**src/rtl/load_store_unit_if.sv**
```systemverilog
// load_store_unit_if: pipeline request/response and memory-side bus of the load/store unit.
interface load_store_unit_if;
    logic        req_valid, req_ready, req_we;
    logic [63:0] req_addr, req_wdata;
    logic [2:0]  req_mem_op;
    logic        resp_valid, resp_err, stall;
    logic [63:0] resp_data;
    logic        mem_req_valid, mem_req_ready, mem_we;
    logic [63:0] mem_addr, mem_wdata;
    logic [7:0]  mem_wmask;
    logic        mem_resp_valid;
    logic [63:0] mem_rdata;
    modport master (
        output req_valid, req_we, req_addr, req_wdata, req_mem_op, mem_req_ready, mem_resp_valid, mem_rdata,
        input  req_ready, resp_valid, resp_err, resp_data, stall, mem_req_valid, mem_we, mem_addr, mem_wdata, mem_wmask
    );
    modport slave (
        input  req_valid, req_we, req_addr, req_wdata, req_mem_op, mem_req_ready, mem_resp_valid, mem_rdata,
        output req_ready, resp_valid, resp_err, resp_data, stall, mem_req_valid, mem_we, mem_addr, mem_wdata, mem_wmask
    );
endinterface

```
**src/rtl/load_store_unit.sv**
```systemverilog
// load_store_unit: single-outstanding MEM-stage load/store FSM (IDLE/REQ/WAIT/RESP).
// Define MISALIGN_TRAP_EN to fault misaligned H/W/D accesses instead of aligning them down.
module load_store_unit #(
    parameter int TIMEOUT = 255
) (
    input logic             clk,
    input logic             rstn,
    load_store_unit_if.slave bus
);
    localparam logic [1:0] IDLE = 2'd0, REQ = 2'd1, WAIT = 2'd2, RESP = 2'd3;
    localparam int CW = $clog2(TIMEOUT + 1);
    logic [1:0]    state;
    logic [CW-1:0] cnt;
    logic          we_q, err_q, err_in;
    logic [63:0]   addr_q, wdata_q, data_q, sh, res;
    logic [2:0]    op_q, off, amask;
    logic [1:0]    sz;
    logic [7:0]    base_mask;
    // op[1:0] encodes log2(size) for both signed and unsigned loads
    assign amask = ~(3'b111 << bus.req_mem_op[1:0]);
`ifdef MISALIGN_TRAP_EN
    assign err_in = (&bus.req_mem_op) || (|(bus.req_addr[2:0] & amask));
`else
    assign err_in = &bus.req_mem_op;
`endif
    assign sz = op_q[1:0];
    assign off = addr_q[2:0];
    assign base_mask = sz == 2'd0 ? 8'h01 : sz == 2'd1 ? 8'h03 : sz == 2'd2 ? 8'h0f : 8'hff;
    assign sh = bus.mem_rdata >> {off, 3'b000};
    assign res = sz == 2'd3 ? sh :
                 sz == 2'd2 ? {{32{~op_q[2] & sh[31]}}, sh[31:0]} :
                 sz == 2'd1 ? {{48{~op_q[2] & sh[15]}}, sh[15:0]} :
                              {{56{~op_q[2] & sh[7]}}, sh[7:0]};
    assign bus.req_ready     = state == IDLE;
    assign bus.stall         = (state == IDLE && bus.req_valid) || state == REQ || state == WAIT;
    assign bus.resp_valid    = state == RESP;
    assign bus.resp_err      = state == RESP && err_q;
    assign bus.resp_data     = state == RESP ? data_q : 64'd0;
    assign bus.mem_req_valid = state == REQ;
    assign bus.mem_we        = we_q;
    assign bus.mem_addr      = {addr_q[63:3], 3'b000};
    assign bus.mem_wdata     = wdata_q << {off, 3'b000};
    assign bus.mem_wmask     = we_q ? base_mask << off : 8'h00;
    always_ff @(posedge clk or negedge rstn) begin
        if (!rstn) begin
            state   <= IDLE;
            cnt     <= '0;
            we_q    <= 1'b0;
            err_q   <= 1'b0;
            addr_q  <= '0;
            wdata_q <= '0;
            data_q  <= '0;
            op_q    <= '0;
        end else begin
            case (state)
                IDLE: if (bus.req_valid) begin
                    we_q    <= bus.req_we;
                    addr_q  <= {bus.req_addr[63:3], bus.req_addr[2:0] & ~amask};
                    wdata_q <= bus.req_wdata;
                    op_q    <= bus.req_mem_op;
                    data_q  <= '0;
                    err_q   <= err_in;
                    cnt     <= '0;
                    state   <= err_in ? RESP : REQ;
                end
                REQ: if (bus.mem_req_ready) state <= WAIT;
                WAIT: if (bus.mem_resp_valid) begin
                    data_q <= we_q ? 64'd0 : res;
                    state  <= RESP;
                end else if (cnt == CW'(TIMEOUT - 1)) begin
                    err_q <= 1'b1;
                    state <= RESP;
                end else begin
                    cnt <= cnt + 1'b1;
                end
                RESP: state <= IDLE;
            endcase
        end
    end
endmodule

```
**src/flat_wrapper.sv**
```systemverilog
// flat-port wrapper written by rule: the top's interface ports become plain ports
module load_store_unit_flat 
#(
    parameter int TIMEOUT = 255
)
  (clk, rstn, bus_req_valid, bus_req_we, bus_req_addr, bus_req_wdata, bus_req_mem_op, bus_mem_req_ready, bus_mem_resp_valid, bus_mem_rdata, bus_req_ready, bus_resp_valid, bus_resp_err, bus_resp_data, bus_stall, bus_mem_req_valid, bus_mem_we, bus_mem_addr, bus_mem_wdata, bus_mem_wmask);
  load_store_unit_if bus_i ();
  input logic clk;
  input logic rstn;
  input wire logic [$bits(bus_i.req_valid)-1:0] bus_req_valid;
  input wire logic [$bits(bus_i.req_we)-1:0] bus_req_we;
  input wire logic [$bits(bus_i.req_addr)-1:0] bus_req_addr;
  input wire logic [$bits(bus_i.req_wdata)-1:0] bus_req_wdata;
  input wire logic [$bits(bus_i.req_mem_op)-1:0] bus_req_mem_op;
  input wire logic [$bits(bus_i.mem_req_ready)-1:0] bus_mem_req_ready;
  input wire logic [$bits(bus_i.mem_resp_valid)-1:0] bus_mem_resp_valid;
  input wire logic [$bits(bus_i.mem_rdata)-1:0] bus_mem_rdata;
  output wire logic [$bits(bus_i.req_ready)-1:0] bus_req_ready;
  output wire logic [$bits(bus_i.resp_valid)-1:0] bus_resp_valid;
  output wire logic [$bits(bus_i.resp_err)-1:0] bus_resp_err;
  output wire logic [$bits(bus_i.resp_data)-1:0] bus_resp_data;
  output wire logic [$bits(bus_i.stall)-1:0] bus_stall;
  output wire logic [$bits(bus_i.mem_req_valid)-1:0] bus_mem_req_valid;
  output wire logic [$bits(bus_i.mem_we)-1:0] bus_mem_we;
  output wire logic [$bits(bus_i.mem_addr)-1:0] bus_mem_addr;
  output wire logic [$bits(bus_i.mem_wdata)-1:0] bus_mem_wdata;
  output wire logic [$bits(bus_i.mem_wmask)-1:0] bus_mem_wmask;
  assign bus_i.req_valid = bus_req_valid;
  assign bus_i.req_we = bus_req_we;
  assign bus_i.req_addr = bus_req_addr;
  assign bus_i.req_wdata = bus_req_wdata;
  assign bus_i.req_mem_op = bus_req_mem_op;
  assign bus_i.mem_req_ready = bus_mem_req_ready;
  assign bus_i.mem_resp_valid = bus_mem_resp_valid;
  assign bus_i.mem_rdata = bus_mem_rdata;
  assign bus_req_ready = bus_i.req_ready;
  assign bus_resp_valid = bus_i.resp_valid;
  assign bus_resp_err = bus_i.resp_err;
  assign bus_resp_data = bus_i.resp_data;
  assign bus_stall = bus_i.stall;
  assign bus_mem_req_valid = bus_i.mem_req_valid;
  assign bus_mem_we = bus_i.mem_we;
  assign bus_mem_addr = bus_i.mem_addr;
  assign bus_mem_wdata = bus_i.mem_wdata;
  assign bus_mem_wmask = bus_i.mem_wmask;
  load_store_unit #(.TIMEOUT(TIMEOUT)) u_core (.clk(clk), .rstn(rstn), .bus(bus_i));
endmodule
```
**config.mk**
```make
export PLATFORM = sky130hd
export DESIGN_NAME = load_store_unit_flat
export DESIGN_NICKNAME = d
export VERILOG_FILES = /design/src/rtl/load_store_unit_if.sv /design/src/rtl/load_store_unit.sv /design/src/flat_wrapper.sv
export SDC_FILE = /design/constraint.sdc
export NUM_CORES = 1
export LEC_CHECK = 0
export ABC_AREA = 1
export BUFFER_PORTS_ARGS = -buffer_cell sky130_fd_sc_hd__buf_2
export CAP_MARGIN = 20
export CORE_ASPECT_RATIO = 1.25
export CORE_UTILIZATION = 40
export DETAILED_ROUTE_END_ITERATION = 10
export PLACE_DENSITY = 0.65
export SYNTH_ARGS = -nofsm -noshare
export SYNTH_HDL_FRONTEND = slang
export SYNTH_SLANG_ARGS = --single-unit
```
**constraint.sdc**
```tcl
create_clock -name clk -period 4.91 [get_ports clk]
set_input_delay 0.491 -clock clk [delete_from_list [all_inputs] [get_ports clk]]
set_output_delay 0.491 -clock clk [all_outputs]
set_load 0.03 [all_outputs]
```
==> flow_summary_export.csv <==
group,metric,value,unit
placement,dp.final_hpwl,35.9,mm
route,via_count,13500,
sta,timing.hold.ws,-16.7,ps
cells_and_area,layout_commonest_cell,"nand2_1",
logic_synthesis,synthMuxAreaShare,0.0123,
logic_synthesis,synthAdderAreaFrac,0.00579,
sta,fin_skew,10.9,ps
cells_and_area,synthToLayoutAreaGrowth,18.5,%
critical_path,crit_path_end_kind,"output pin",
clock_tree,post_cts_buffers,0,
sta,fmax,0.288,GHz
flow_run,cap_violations,0,
cells_and_area,instances_no_fill,2621,
sta,relSlewSlack,0.272,
placement,dp_cells,2577,
run_status,violations,"hold timing",
die,die_x,163,um
cells_and_area,register_area,0.00519,mm^2
route,drcViolationCount,0,
logic_synthesis,ys_seq_area_frac,0.399,
route,drt_iter0_markers,1038,
grt,grt_pass1_wl,73.5,mm
worst_hold_path,hold_path_class,"in -> async",
power_and_ir_drop,ir_drop,523,uV
clock_tree,cts.path.max_buffers,3,
critical_path,cp_max_fo,56,
sta,maxSlewViolCount,0,
cells_and_area,final_cell_mix,"826 x nand2_1, 402 x buf_2, 204 x dfrtp_1",
route,viasPerCell,5.16,
route,wl_per_cell,18.4,um
die,io_pins,407,
logic_synthesis,synth_compound_area_frac,0.147,
grt,grt.busiest_layer,"met2",
die,die_y,203,um
sta,setup_ws,1440,ps
placement,dp_slack,1790,ps
route,first_pass_iters,5,
grt,first_global_vias,13100,
sta,tightest_slew,1090,ps
clock_tree,cts.clk_slew.worst_paths,60,ps
route,routed_wl,48.2,mm
grt,met2_usage,0.501,
logic_synthesis,yosysWarnings,0,
cells_and_area,final_layout_size_suffix_gt1_frac,0.220,
logic_synthesis,synth_edf_count,0,
clock_tree,cts_tree,"yes",
grt,grtUsageMet3,0.0502,
logic_synthesis,yosys.cell_types.count,41,
clock_tree,clock_sinks,207,
grt,grt-ovfl-total,0,
logic_synthesis,ys.flop_type,"dfrtp_1",
critical_path,crit_required,4420,ps
die,core,0.0319,mm^2
sta,setup_viol,0,
sta,hold_viol,3,
clock_tree,root_buffer,"clkbuf_16",
critical_path,startpoint_type,"flop",
logic_synthesis,synth_xor_area_frac,0.00203,
critical_path,worstPathArrival,2980,ps
sta,rsz0062_at_grt,"no",
grt,grt_use_met1,0.339,
cells_and_area,multi_input_area,0.00616,mm^2
clock_tree,cts_hold_buf,0,
die,start_util,0.407,
logic_synthesis,synthArstFlopShare,1.00,
critical_path,reg2regPathDepth,11,
grt,gr-usage-all-layers,0.289,
clock_tree,clkLatencyLatePin,540,ps
die,rows,73,
sta,fin_crit_sh,0.708,
placement,place_congestion,0.952,
clock_tree,ctsResizeCount,0,
logic_synthesis,syn_inst,1937,
logic_synthesis,ys_seq_elements,207,
clock_tree,h-tree-depth,1,
sta,post-route-min-period,3470,ps
grt,grt_max_degree,106,
die,die-area,0.0332,mm^2
sta,tns,0,ps
power_and_ir_drop,p_per_area,793,mW/mm^2
clock_tree,cts_buffers,23,
placement,numPortBuffers,403,
critical_path,worstSetupPathType,"reg -> out",
logic_synthesis,synth_area,0.0130,mm^2
cells_and_area,final_nets,2397,
route,final_antenna_net_count,0,
logic_synthesis,syn_area_per_cell,6.70,um^2
logic_synthesis,synth_top_family_by_area,"simple AND/OR/NAND/NOR gates",
power_and_ir_drop,finalPower,12.2,mW
run_status,status,"complete, but fails checks",
logic_synthesis,synth-simple-area-share,0.305,
grt,antenna_found_initial,2,
power_and_ir_drop,p_leak,8.97,nW
cells_and_area,fillers,3389,
## layer usage
metal,wire [um],up-vias
li1,-,6549
met1,18600,6297
met2,23700,562
met3,3330,107
met4,2580,0
met5,0,-
## cells by family (layout without fill, tap and decap cells)
family	count (synthesis)	count (layout)
AND/OR/NAND/NOR	1006	1006
AO/OA/AOI/OAI	353	353
buffers and inverters	345	613
flip-flops	207	207
multiplexers	16	16
adder cells (fa/ha/maj)	6	6
XOR/XNOR	3	3
other	1	5
## stage by stage
step	area, um^2	utilization
after global placement	14600	0.458
after floorplan	13000	-
after detailed placement	14600	0.458
after global routing	15400	0.482
after CTS	15400	0.482
final	15400	0.482
## cell usage after synthesis, types with 5 or more instances
| cell | n | area share |
|---|---|---|
| nor2_1 | 79 | 0.023 |
| nand3_1 | 77 | 0.030 |
| clkbuf_1 | 66 | 0.019 |
| inv_1 | 144 | 0.042 |
| o311ai_0 | 8 | 0.0054 |
| or2_2 | 7 | 0.0034 |
| buf_4 | 77 | 0.045 |
| inv_2 | 5 | 0.0014 |
| dfrtp_1 | 207 | 0.40 |
| o21a_1 | 10 | 0.0058 |
| o211ai_1 | 20 | 0.012 |
| o21ai_0 | 196 | 0.076 |
| buf_2 | 35 | 0.014 |
| mux2i_1 | 16 | 0.012 |
| o22ai_1 | 8 | 0.0039 |
| buf_1 | 12 | 0.0035 |
| ha_1 | 6 | 0.0058 |
| o21ai_1 | 27 | 0.010 |
| a21oi_1 | 71 | 0.027 |
| nand2_1 | 827 | 0.24 |
## flip-flops by register name, indices dropped and copies added, names as in the netlist
register and cells:
u_core.err_q 1, u_core.addr_q 64, u_core.state 2, u_core.bus.mem_we 1, u_core.cnt 8, u_core.wdata_q 64, u_core.data_q 64, u_core.op_q 3
## layout make-up
cell class | count | area share
inverters | 149 | 0.0365
clock inverters | 10 | 0.00749
clock buffers | 32 | 0.0429
well taps | 412 | 0.0335
diodes | 2 | 0.000326
multi-input cells | 1387 | 0.400
flip-flops and latches | 207 | 0.338
repair buffers | 422 | 0.141
## worst max-delay path, stage by stage (launching register included)
cell and delay, ps:
dfrtp_4 630, buf_4 380, nor2_1 160, buf_4 320
inv_1 270, a211oi_1 380, buf_2 270
## final timing paths
check / from / to / slack (ps)
worst max-delay path: u_core.addr_q[0] / bus_mem_wmask[4] / 1440
worst min-delay path: rstn / u_core.data_q[5] / -20
worst max register to register: u_core.addr_q[0] / u_core.data_q[46] / 1730
worst min register to register: u_core.addr_q[23] / u_core.addr_q[23] / 470
max in group asynchronous: rstn / u_core.addr_q[0] / 3780
min in group clk: bus_req_wdata[26] / u_core.wdata_q[26] / 140
## report_power, final
| group | switching, mW | internal (mW) |
|---|---|---|
| logic | 5.43 | 1.90 |
| registers | 0.607 | 2.45 |
| clock network | 0.746 | 1.05 |
| total | 6.79 | 5.40 |
Power figures use the tool's default switching activity.
